==> src/rtl/connectnet_pkg.sv <==
// Shared definitions for the connection-net arbiter: FSM encoding and a
// constant-evaluable ceiling log2 used to size index and counter fields.
package connectnet_pkg;

    typedef enum logic {
        IDLE    = 1'b0,
        GRANTED = 1'b1
    } state_t;

    // Ceiling log2, usable in parameter and port-width expressions.
    function automatic int clog2(input int value);
        int r;
        r = 0;
        while ((1 << r) < value) begin
            r = r + 1;
        end
        return r;
    endfunction

endpackage

==> src/rtl/connectnet_rr_pick.sv <==
// Combinational round-robin picker: returns the first requesting index at or
// after ptr, wrapping modulo NUM_REQ. any is low when nobody requests.
module connectnet_rr_pick
    import connectnet_pkg::*;
#(
    parameter int NUM_REQ = 4,
    localparam int IW = clog2(NUM_REQ)
) (
    input  logic [NUM_REQ-1:0] req,
    input  logic [IW-1:0]      ptr,
    output logic [IW-1:0]      gnt_idx,
    output logic               any
);

    // Scan offsets from farthest to nearest so the nearest requester wins.
    always_comb begin
        int          idx;
        logic [IW-1:0] idx_l;
        idx     = 0;
        idx_l   = '0;
        gnt_idx = ptr;
        any     = 1'b0;
        for (int k = NUM_REQ - 1; k >= 0; k--) begin
            idx = int'(ptr) + k;
            if (idx >= NUM_REQ) begin
                idx = idx - NUM_REQ;
            end
            idx_l = IW'(idx);
            if (req[idx_l]) begin
                gnt_idx = idx_l;
                any     = 1'b1;
            end
        end
    end

endmodule

==> src/rtl/connectnet_arbiter.sv <==
// Packet-granular round-robin arbiter with a burst cap, driving a shared
// point-to-point net (data + last) from a single output register.
module connectnet_arbiter
    import connectnet_pkg::*;
#(
    parameter int NUM_REQ    = 4,
    parameter int DATA_WIDTH = 32,
    parameter int MAX_BURST  = 16,
    localparam int GW = clog2(NUM_REQ),
    localparam int CW = clog2(MAX_BURST + 1)
) (
    input  logic                          CLK,
    input  logic                          RST,
    input  logic [NUM_REQ-1:0]            req_valid,
    input  logic [NUM_REQ*DATA_WIDTH-1:0] req_data,
    input  logic [NUM_REQ-1:0]            req_last,
    output logic [NUM_REQ-1:0]            req_ready,
    output logic                          out_valid,
    output logic [DATA_WIDTH-1:0]         out_data,
    output logic                          out_last,
    input  logic                          out_ready,
    output logic [GW-1:0]                 grant_id,
    output logic                          busy
);

    state_t                  state_q, state_d;
    logic [GW-1:0]           grant_q, grant_d;
    logic [GW-1:0]           rr_ptr_q, rr_ptr_d;
    logic [CW-1:0]           beat_cnt_q, beat_cnt_d;
    logic                    out_valid_q, out_valid_d;
    logic [DATA_WIDTH-1:0]   out_data_q, out_data_d;
    logic                    out_last_q, out_last_d;

    logic [NUM_REQ-1:0]      req_ready_c;
    logic                    accept;
    logic [CW-1:0]           beat_inc;
    logic [GW-1:0]           pick_idx;
    logic                    pick_any;
    logic [DATA_WIDTH-1:0]   req_word [NUM_REQ];

    // Split the flat requester data bus into one word per requester.
    for (genvar gi = 0; gi < NUM_REQ; gi++) begin : g_word
        assign req_word[gi] = req_data[gi*DATA_WIDTH +: DATA_WIDTH];
    end

    connectnet_rr_pick #(
        .NUM_REQ (NUM_REQ)
    ) u_pick (
        .req     (req_valid),
        .ptr     (rr_ptr_q),
        .gnt_idx (pick_idx),
        .any     (pick_any)
    );

    // Next-state: arbitration in IDLE, beat forwarding and release in GRANTED.
    always_comb begin
        state_d     = state_q;
        grant_d     = grant_q;
        rr_ptr_d    = rr_ptr_q;
        beat_cnt_d  = beat_cnt_q;
        out_valid_d = out_valid_q;
        out_data_d  = out_data_q;
        out_last_d  = out_last_q;
        req_ready_c = '0;
        accept      = 1'b0;
        beat_inc    = beat_cnt_q + CW'(1);

        // Drained beat leaves the register empty unless a new one is loaded.
        if (out_valid_q && out_ready) begin
            out_valid_d = 1'b0;
        end

        case (state_q)
            IDLE: begin
                if (pick_any) begin
                    grant_d    = pick_idx;
                    beat_cnt_d = '0;
                    state_d    = GRANTED;
                end
            end
            GRANTED: begin
                req_ready_c[grant_q] = !out_valid_q || out_ready;
                accept = req_ready_c[grant_q] && req_valid[grant_q];
                if (accept) begin
                    out_valid_d = 1'b1;
                    out_data_d  = req_word[grant_q];
                    out_last_d  = req_last[grant_q];
                    beat_cnt_d  = beat_inc;
                    // End of packet or burst cap hands the net to the next index.
                    if (req_last[grant_q] || (beat_inc == CW'(MAX_BURST))) begin
                        rr_ptr_d = (grant_q == GW'(NUM_REQ - 1)) ? '0 : grant_q + GW'(1);
                        state_d  = IDLE;
                    end
                end
            end
            default: state_d = IDLE;
        endcase
    end

    // State and output register; reset discards any in-flight beat.
    always_ff @(posedge CLK) begin
        if (RST) begin
            state_q     <= IDLE;
            grant_q     <= '0;
            rr_ptr_q    <= '0;
            beat_cnt_q  <= '0;
            out_valid_q <= 1'b0;
            out_data_q  <= '0;
            out_last_q  <= 1'b0;
        end else begin
            state_q     <= state_d;
            grant_q     <= grant_d;
            rr_ptr_q    <= rr_ptr_d;
            beat_cnt_q  <= beat_cnt_d;
            out_valid_q <= out_valid_d;
            out_data_q  <= out_data_d;
            out_last_q  <= out_last_d;
        end
    end

    assign req_ready = req_ready_c;
    assign out_valid = out_valid_q;
    assign out_data  = out_data_q;
    assign out_last  = out_last_q;
    assign grant_id  = grant_q;
    assign busy      = (state_q == GRANTED);

endmodule

==> config.mk <==
export PLATFORM = sky130hd
export DESIGN_NAME = connectnet_arbiter
export DESIGN_NICKNAME = d
export VERILOG_FILES = /design/src/rtl/connectnet_pkg.sv /design/src/rtl/connectnet_rr_pick.sv /design/src/rtl/connectnet_arbiter.sv
export SDC_FILE = /design/constraint.sdc
export NUM_CORES = 1
export LEC_CHECK = 0
export ABC_AREA = 1
export CAP_MARGIN = 20
export CORE_MARGIN = 2
export CORE_UTILIZATION = 37
export CTS_BUF_LIST = sky130_fd_sc_hd__clkbuf_4 sky130_fd_sc_hd__clkbuf_8 sky130_fd_sc_hd__clkbuf_16
export DETAILED_ROUTE_END_ITERATION = 6
export PLACE_DENSITY = 0.86
export RECOVER_POWER = 25
export SKIP_LAST_GASP = 1
export SLEW_MARGIN = 20
export SYNTH_ARGS = -nofsm -noshare
export SYNTH_HDL_FRONTEND = slang
export SYNTH_SLANG_ARGS = --single-unit
==> constraint.sdc <==
create_clock -name CLK -period 2.2 [get_ports CLK]
set_clock_uncertainty 0.2 [all_clocks]
set_input_delay 0.22 -clock CLK [delete_from_list [all_inputs] [get_ports CLK]]
set_output_delay 0.22 -clock CLK [all_outputs]
set_load 0.1 [all_outputs]
==> reports/qor.yml, run 1 <==
synthesis:
  synth_compound_area_frac: 0.264
  synthSimpleGateAreaFrac: 0.322
  synth_mux_area_frac: 0
  ys_ff_latch: 44
  synth_top_family_by_area: "simple AND/OR/NAND/NOR gates"
  synth_area_leader_cell: "dfxtp_1"
  yosysTopAreaCellShare: 0.304
  syn_avg_cell_area_um2: 5.97
  synth_edf_count: 0
  synth_area_um2: 2900
  ys_seq_area_frac: 0.304
  ys_types: 22
  yosys_warnings: 0
  syn_inst: 485
  synth_nets: 629
  synth_fa_ha_area_frac: 0.0216
  async_flop_share: 0
  ys.flop_type: "dfxtp_1"
  synth_xor_area_frac: 0
  synth_area_leaders: "dfxtp_1 30%, nand2_1 15%, o21ai_0 12%, nor2_1 11%, a21oi_1 7.4%"
timing:
  whs_ns: 0.268
  setup_viol: 0
  hold_viol: 0
  tightestPinTransition_ns: 0.568
  setup_tns_ns: 0
  worst_slack_ns: 0.192
  min_period_over_period: 0.913
  rsz0062_at_grt: "false"
  period_needed_ns: 2.01
  finalMaxSlewViolations: 0
  fmax_ghz: 0.498
  slew_headroom: 0.623
grt:
  grt_pass1_wl_um: 16600
  grt_pass1_vias: 3715
  grt-ovfl-total: 0
  antenna_found_initial: 0
  grt_usage: 0.237
  grt_start_max_net_pins: 47
pwr:
  cellLeakagePower_nw: 1.98
  powerDensity_nw_per_um2: 874
  peakVddDrop_v: 0.000398
route:
  avgRoutedWirePerCell_um: 13.9
  drtIter0Drc: 192
  ant_nets: 0
  firstDrtPassIters: 5
  vias: 3917
  wl_um: 10500
  via_per_inst: 5.22
  drc: 0
critical_path:
  reg2reg_from: "rr_ptr_q[0]"
  rrSetupSlack_ns: 0.19
  crit_path_top_delay_cell: "dfxtp_1"
  cpLargestDelayFamily: "simple AND/OR/NAND/NOR gates"
  r2r_cells: 8
  crit_fanout: 14
  slowest_delay_ns: 0.60
  worst_path_most_repeated_cell: "nand2_1"
  worstPathArrival_ns: 2.00
  cp-end-kind: "flip-flop"
  path_buf_inv: 1
  cp_num_cells: 8
  r2r-end: "grant_id[1]"
  critical_path_class: "reg2reg"
  worstSetupStartpoint: "rr_ptr_q[0]"
  start_kind: "flip-flop"
  crit_required_ns: 2.20
  crit_chain: "inv_1, nand2_1, nand2_1, nand2_1, nand4_1, nand2_1, a21oi_1, and2_1"
  crit_path_end: "grant_id[1]"
min_path:
  min_delay_path_depth: 2
  hp-class: "reg2reg"
die:
  dieWidth_um: 92.5
  coreArea_um2: 7650
  dieArea_um2: 8550
  io_pins: 180
  die_h_um: 92.5
  start_util: 0.379
  num_rows: 32
layout:
  final_cell_mix: "138 x clkdlybuf4s50_1, 119 x nand2_1, 77 x nor2_1"
  final_common_cell: "clkdlybuf4s50_1"
  num_antenna_cells: 0
  fill_cells: 673
  drive_gt1_frac: 0.114
  multiInputGateArea_um2: 1790
  seq_area_um2: 891
  area.growth.synth_to_final_pct: 67.8
  finalNetCount: 791
placed_design:
  portBuffers: 179
  gp_congestion: 1.01
  dp_hpwl_um: 8010
  pre_cts_slack_ns: 0.121
cts:
  htree_levels: 2
  clk_latency_ns: 0.30
  cts.sinks: 44
  cts_buffers: 5
  clk_path_buf_depth: 2
  clk_pin_slew_ns: 0.09
  clockRootBuffer: "clkbuf_8"
  cts_tree: "built"
run_status:
  status: "finished, final reports clean"
job:
  cap_violations: 0
-- registers in the layout, indices dropped and copies added (netlist names) --
signal / cells
out_last: 1
grant_id: 2
busy: 1
rr_ptr_q: 2
out_data: 32
beat_cnt_q: 5
out_valid: 1
-- tightest hold or removal path: cells and delay by family (launching register included) --
kind	cells	cell delay, ns
AO/OA/AOI/OAI	1	0.05
flip-flops	1	0.32
AND/OR/NAND/NOR	1	0.06
-- through the flow --
step | cells | util | power, mW | instance area [um^2]
final | 750 | 0.635 | 4.24 | 4860
after global routing | 750 | 0.635 | 4.49 | 4860
after CTS | 750 | 0.641 | 4.29 | 4900
after detailed placement | 742 | 0.625 | 3.63 | 4780
after global placement | 742 | 0.625 | 3.58 | 4780
after floorplan | 485 | - | 2.85 | 2940
-- power breakdown --
part           internal [mW]  switching, mW
logic                  0.791           1.74
clock network          0.372          0.292
registers              0.923          0.129
-- cell families (layout without fill, tap and decap cells) --
logic type	Yosys count	after routing
adders and majority gates	5	5
buffers and inverters	58	221
and+or+nand+nor	233	233
DFF	44	44
AOI/OAI and AO/OA	145	145
-- final cells by class --
| type | count | share of cell area |
|---|---|---|
| Timing Repair Buffer | 189 | 0.376 |
| Inverter | 24 | 0.0196 |
| Sequential cell | 44 | 0.183 |
| Tap cell | 102 | 0.0263 |
| Clock inverter | 2 | 0.00799 |
| Clock buffer | 6 | 0.0170 |
| Multi-Input combinational cell | 383 | 0.369 |
-- Yosys cell counts (2+ instances only) --
master,count
o21ai_0,70
clkbuf_1,14
inv_2,3
nor2_1,81
nand2_2,2
nand2_1,119
a21oi_1,43
inv_1,20
ha_1,5
o22ai_1,32
nand3_1,21
buf_4,3
nand4_1,6
dfxtp_1,44
buf_2,15
-- repair_timing --
action                                  CTS  global route
hold endpoints to repair                  0             0
hold buffers                              0             0
gates resized for setup                   0             3
buffers inserted                          0             0
endpoints found under the setup margin    0             1
-- metal layers --
metal  global-route usage  wire [um]  share of wire
met5                    0          0              0
met3               0.0480        760          0.073
met2                0.431       5310           0.51
met1                0.278       4200           0.40
met4               0.0697        180          0.017
-- how the worst min path moves through the flow --
stage                              from       endpoint  slack (ns)
after global placement     out_data[10]   out_data[10]        0.25
final                      out_data[10]   out_data[10]        0.27
after detailed placement   out_data[10]   out_data[10]        0.26
after CTS                  out_data[10]   out_data[10]        0.27
after global routing       out_data[18]   out_data[18]        0.29
after floorplan           beat_cnt_q[4]  beat_cnt_q[4]        0.27
Note: power is estimated with default switching activity, not from simulation.
==> run 2, diff against run 1 <==
- ABC_AREA: 1 -> default
- CORE_UTILIZATION: 37 -> 36
==> reports/qor.yml, run 2 <==
run_status:
  status: "finished, final reports clean"
cts:
  clk_latency_ns: 0.29
  cts.sinks: 44
  cts_tree: "built"
  htree_levels: 2
  cts_resized: 0
  clk_pin_slew_ns: 0.08
  cts_setup_buffers: 0
  clk_path_buf_depth: 2
  clockRootBuffer: "clkbuf_8"
  cts_buffers: 5
  holdBufCountCts: 0
layout:
  largest_reg_flops: 32
  fill_cells: 603
  num_antenna_cells: 0
  stdcell_count: 548
  fin_util: 0.642
  finalNetCount: 592
  final_common_cell: "clkdlybuf4s50_1"
  final_cell_mix: "137 x clkdlybuf4s50_1, 70 x nand2_1, 41 x a21oi_1"
  area.growth.synth_to_final_pct: 73.3
  drive_gt1_frac: 0.247
die:
  die_h_um: 90.2
  coreArea_um2: 7210
  dieArea_um2: 8130
  start_util: 0.371
  num_rows: 31
  io_pins: 180
  dieWidth_um: 90.2
pwr:
  p_switching_uw: 969
  switching_share: 0.369
  powerDensity_nw_per_um2: 566
  finalPower_mw: 2.62
  p_comb_frac: 0.423
  clkPwrFrac: 0.237
  power_frac_seq: 0.340
  peakVddDrop_v: 0.000333
  power.internal_mw: 1.66
  cellLeakagePower_nw: 1.68
grt:
  grt_pass1_wl_um: 13700
  grt_usage: 0.206
  antenna_found_initial: 0
  grt_start_max_net_pins: 40
  grt_pass1_vias: 2890
  grt-ovfl-total: 0
synthesis:
  ys_ff_latch: 44
  synth_area_um2: 2670
  ys_types: 35
  synth_nets: 418
  yosys_warnings: 0
  syn_inst: 274
  synth_most_common_cell: "nand2_1"
  async_flop_share: 0
  synth_area_leaders: "dfxtp_1 33%, mux4_2 28%, nand2_1 10%, a21oi_1 7.7%, ha_1 2.3%"
  synth_top_cells_by_count: "71 x nand2_1, 44 x dfxtp_1, 41 x a21oi_1"
  yosysTopAreaCellShare: 0.329
  syn_avg_cell_area_um2: 9.76
  ys.flop_type: "dfxtp_1"
  synth_edf_count: 0
  synth_area_leader_cell: "dfxtp_1"
  ys_seq_area_frac: 0.329
timing:
  rsz0062_at_grt: "false"
  min_period_over_period: 0.877
  tightestPinTransition_ns: 0.567
  finalMaxSlewViolations: 0
  period_needed_ns: 1.93
  setup_viol: 0
  fmax_ghz: 0.518
  hold_viol: 0
  worst_slack_ns: 0.271
  slew_headroom: 0.624
  whs_ns: 0.152
placed_design:
  pre_cts_slack_ns: 0.114
  placed_cells: 540
  gp_congestion: 0.823
  dp_hpwl_um: 6710
  portBuffers: 179
route:
  via_per_inst: 5.15
  firstDrtPassIters: 6
  avgRoutedWirePerCell_um: 15.2
  wl_um: 8350
  drc: 0
  drtIter0Drc: 87
  ant_nets: 0
  vias: 2823
critical_path:
  worstSetupStartpoint: "grant_id[1]"
  reg2reg_from: "grant_id[1]"
  cp-end-kind: "flip-flop"
  worstPathArrival_ns: 1.95
  r2r_cells: 8
  critical_path_class: "reg2reg"
  crit_fanout: 39
  crit_path_end: "beat_cnt_q[2]"
  start_kind: "flip-flop"
  r2r-end: "beat_cnt_q[2]"
  crit_required_ns: 2.22
  rrSetupSlack_ns: 0.27
min_path:
  hp-class: "in2reg"
job:
  cap_violations: 0
## run 2: cell types whose count changed after synthesis, moves of 11 or more
cell     previous run  this run
nor2_1             81         2
o21ai_0            70         2
nand2_1           119        71
mux4_2              0        33
o22ai_1            32         0
inv_1              20         3
buf_2              15         4
nand3_1            21        10
## run 2: layer usage
| layer | vias to the layer above | track usage | routed length (um) |
|---|---|---|---|
| met4 | 0 | 0.0513 | 72 |
| met3 | 6 | 0.0545 | 561 |
| li1 | 1348 | - | - |
| met2 | 114 | 0.403 | 4650 |
| met5 | - | 0 | 0 |
| met1 | 1355 | 0.215 | 3070 |
## run 2: cells by family after synthesis
| group | count (synthesis) | share of synthesized area |
|---|---|---|
| AOI/OAI and AO/OA | 55 | 0.119 |
| adders and majority gates | 5 | 0.0234 |
| buffers and inverters | 25 | 0.0552 |
| DFF | 44 | 0.329 |
| muxes | 35 | 0.287 |
| and+or+nand+nor | 110 | 0.185 |
## run 2: power groups by stage
stage | Clock [mW] | Combinational (mW) | Sequential (mW)
final | 0.622 | 1.11 | 0.894
after global routing | 0.686 | 1.17 | 0.903
after CTS | 0.645 | 1.14 | 0.894
after detailed placement | 0 | 1.13 | 0.913
after global placement | 0 | 1.11 | 0.909
after floorplan | 0 | 0.374 | 1.27
## run 2: worst min-delay path by stage
stage / endpoint / start / cells after the start
2_1_floorplan: out_valid / out_ready / 2
3_3_place_gp: out_data[14] / out_data[14] / 2
3_5_place_dp: out_data[22] / out_data[22] / 2
4_1_cts: grant_id[1] / RST / 2
5_1_grt: grant_id[1] / RST / 2
6_report: grant_id[1] / RST / 2
## run 2: worst max-delay path, stage by stage, from the launching register on
cell	delay, ns
dfxtp_4	0.41
inv_2	0.09
ha_1	0.17
nand2_1	0.07
o211ai_2	0.21
o211a_1	0.23
buf_12	0.20
nand3b_1	0.10
a31oi_1	0.16
## run 2: final cells by class
type / count / area, um^2 / area share
multi-input cells: 205 / 1690 / 0.365
repair buffers: 189 / 1790 / 0.387
clock buffers: 5 / 68.8 / 0.0148
well taps: 99 / 124 / 0.0267
flip-flops and latches: 44 / 891 / 0.192
clock inverters: 3 / 46.3 / 0.00999
inverters: 3 / 18.8 / 0.00405
## run 2: metrics by stage
step,instance area [um^2],setup TNS (ns)
5_1_grt,4630,0
3_5_place_dp,4570,0
2_1_floorplan,2780,-0.631
4_1_cts,4690,0
6_report,4630,0
3_3_place_gp,4570,0
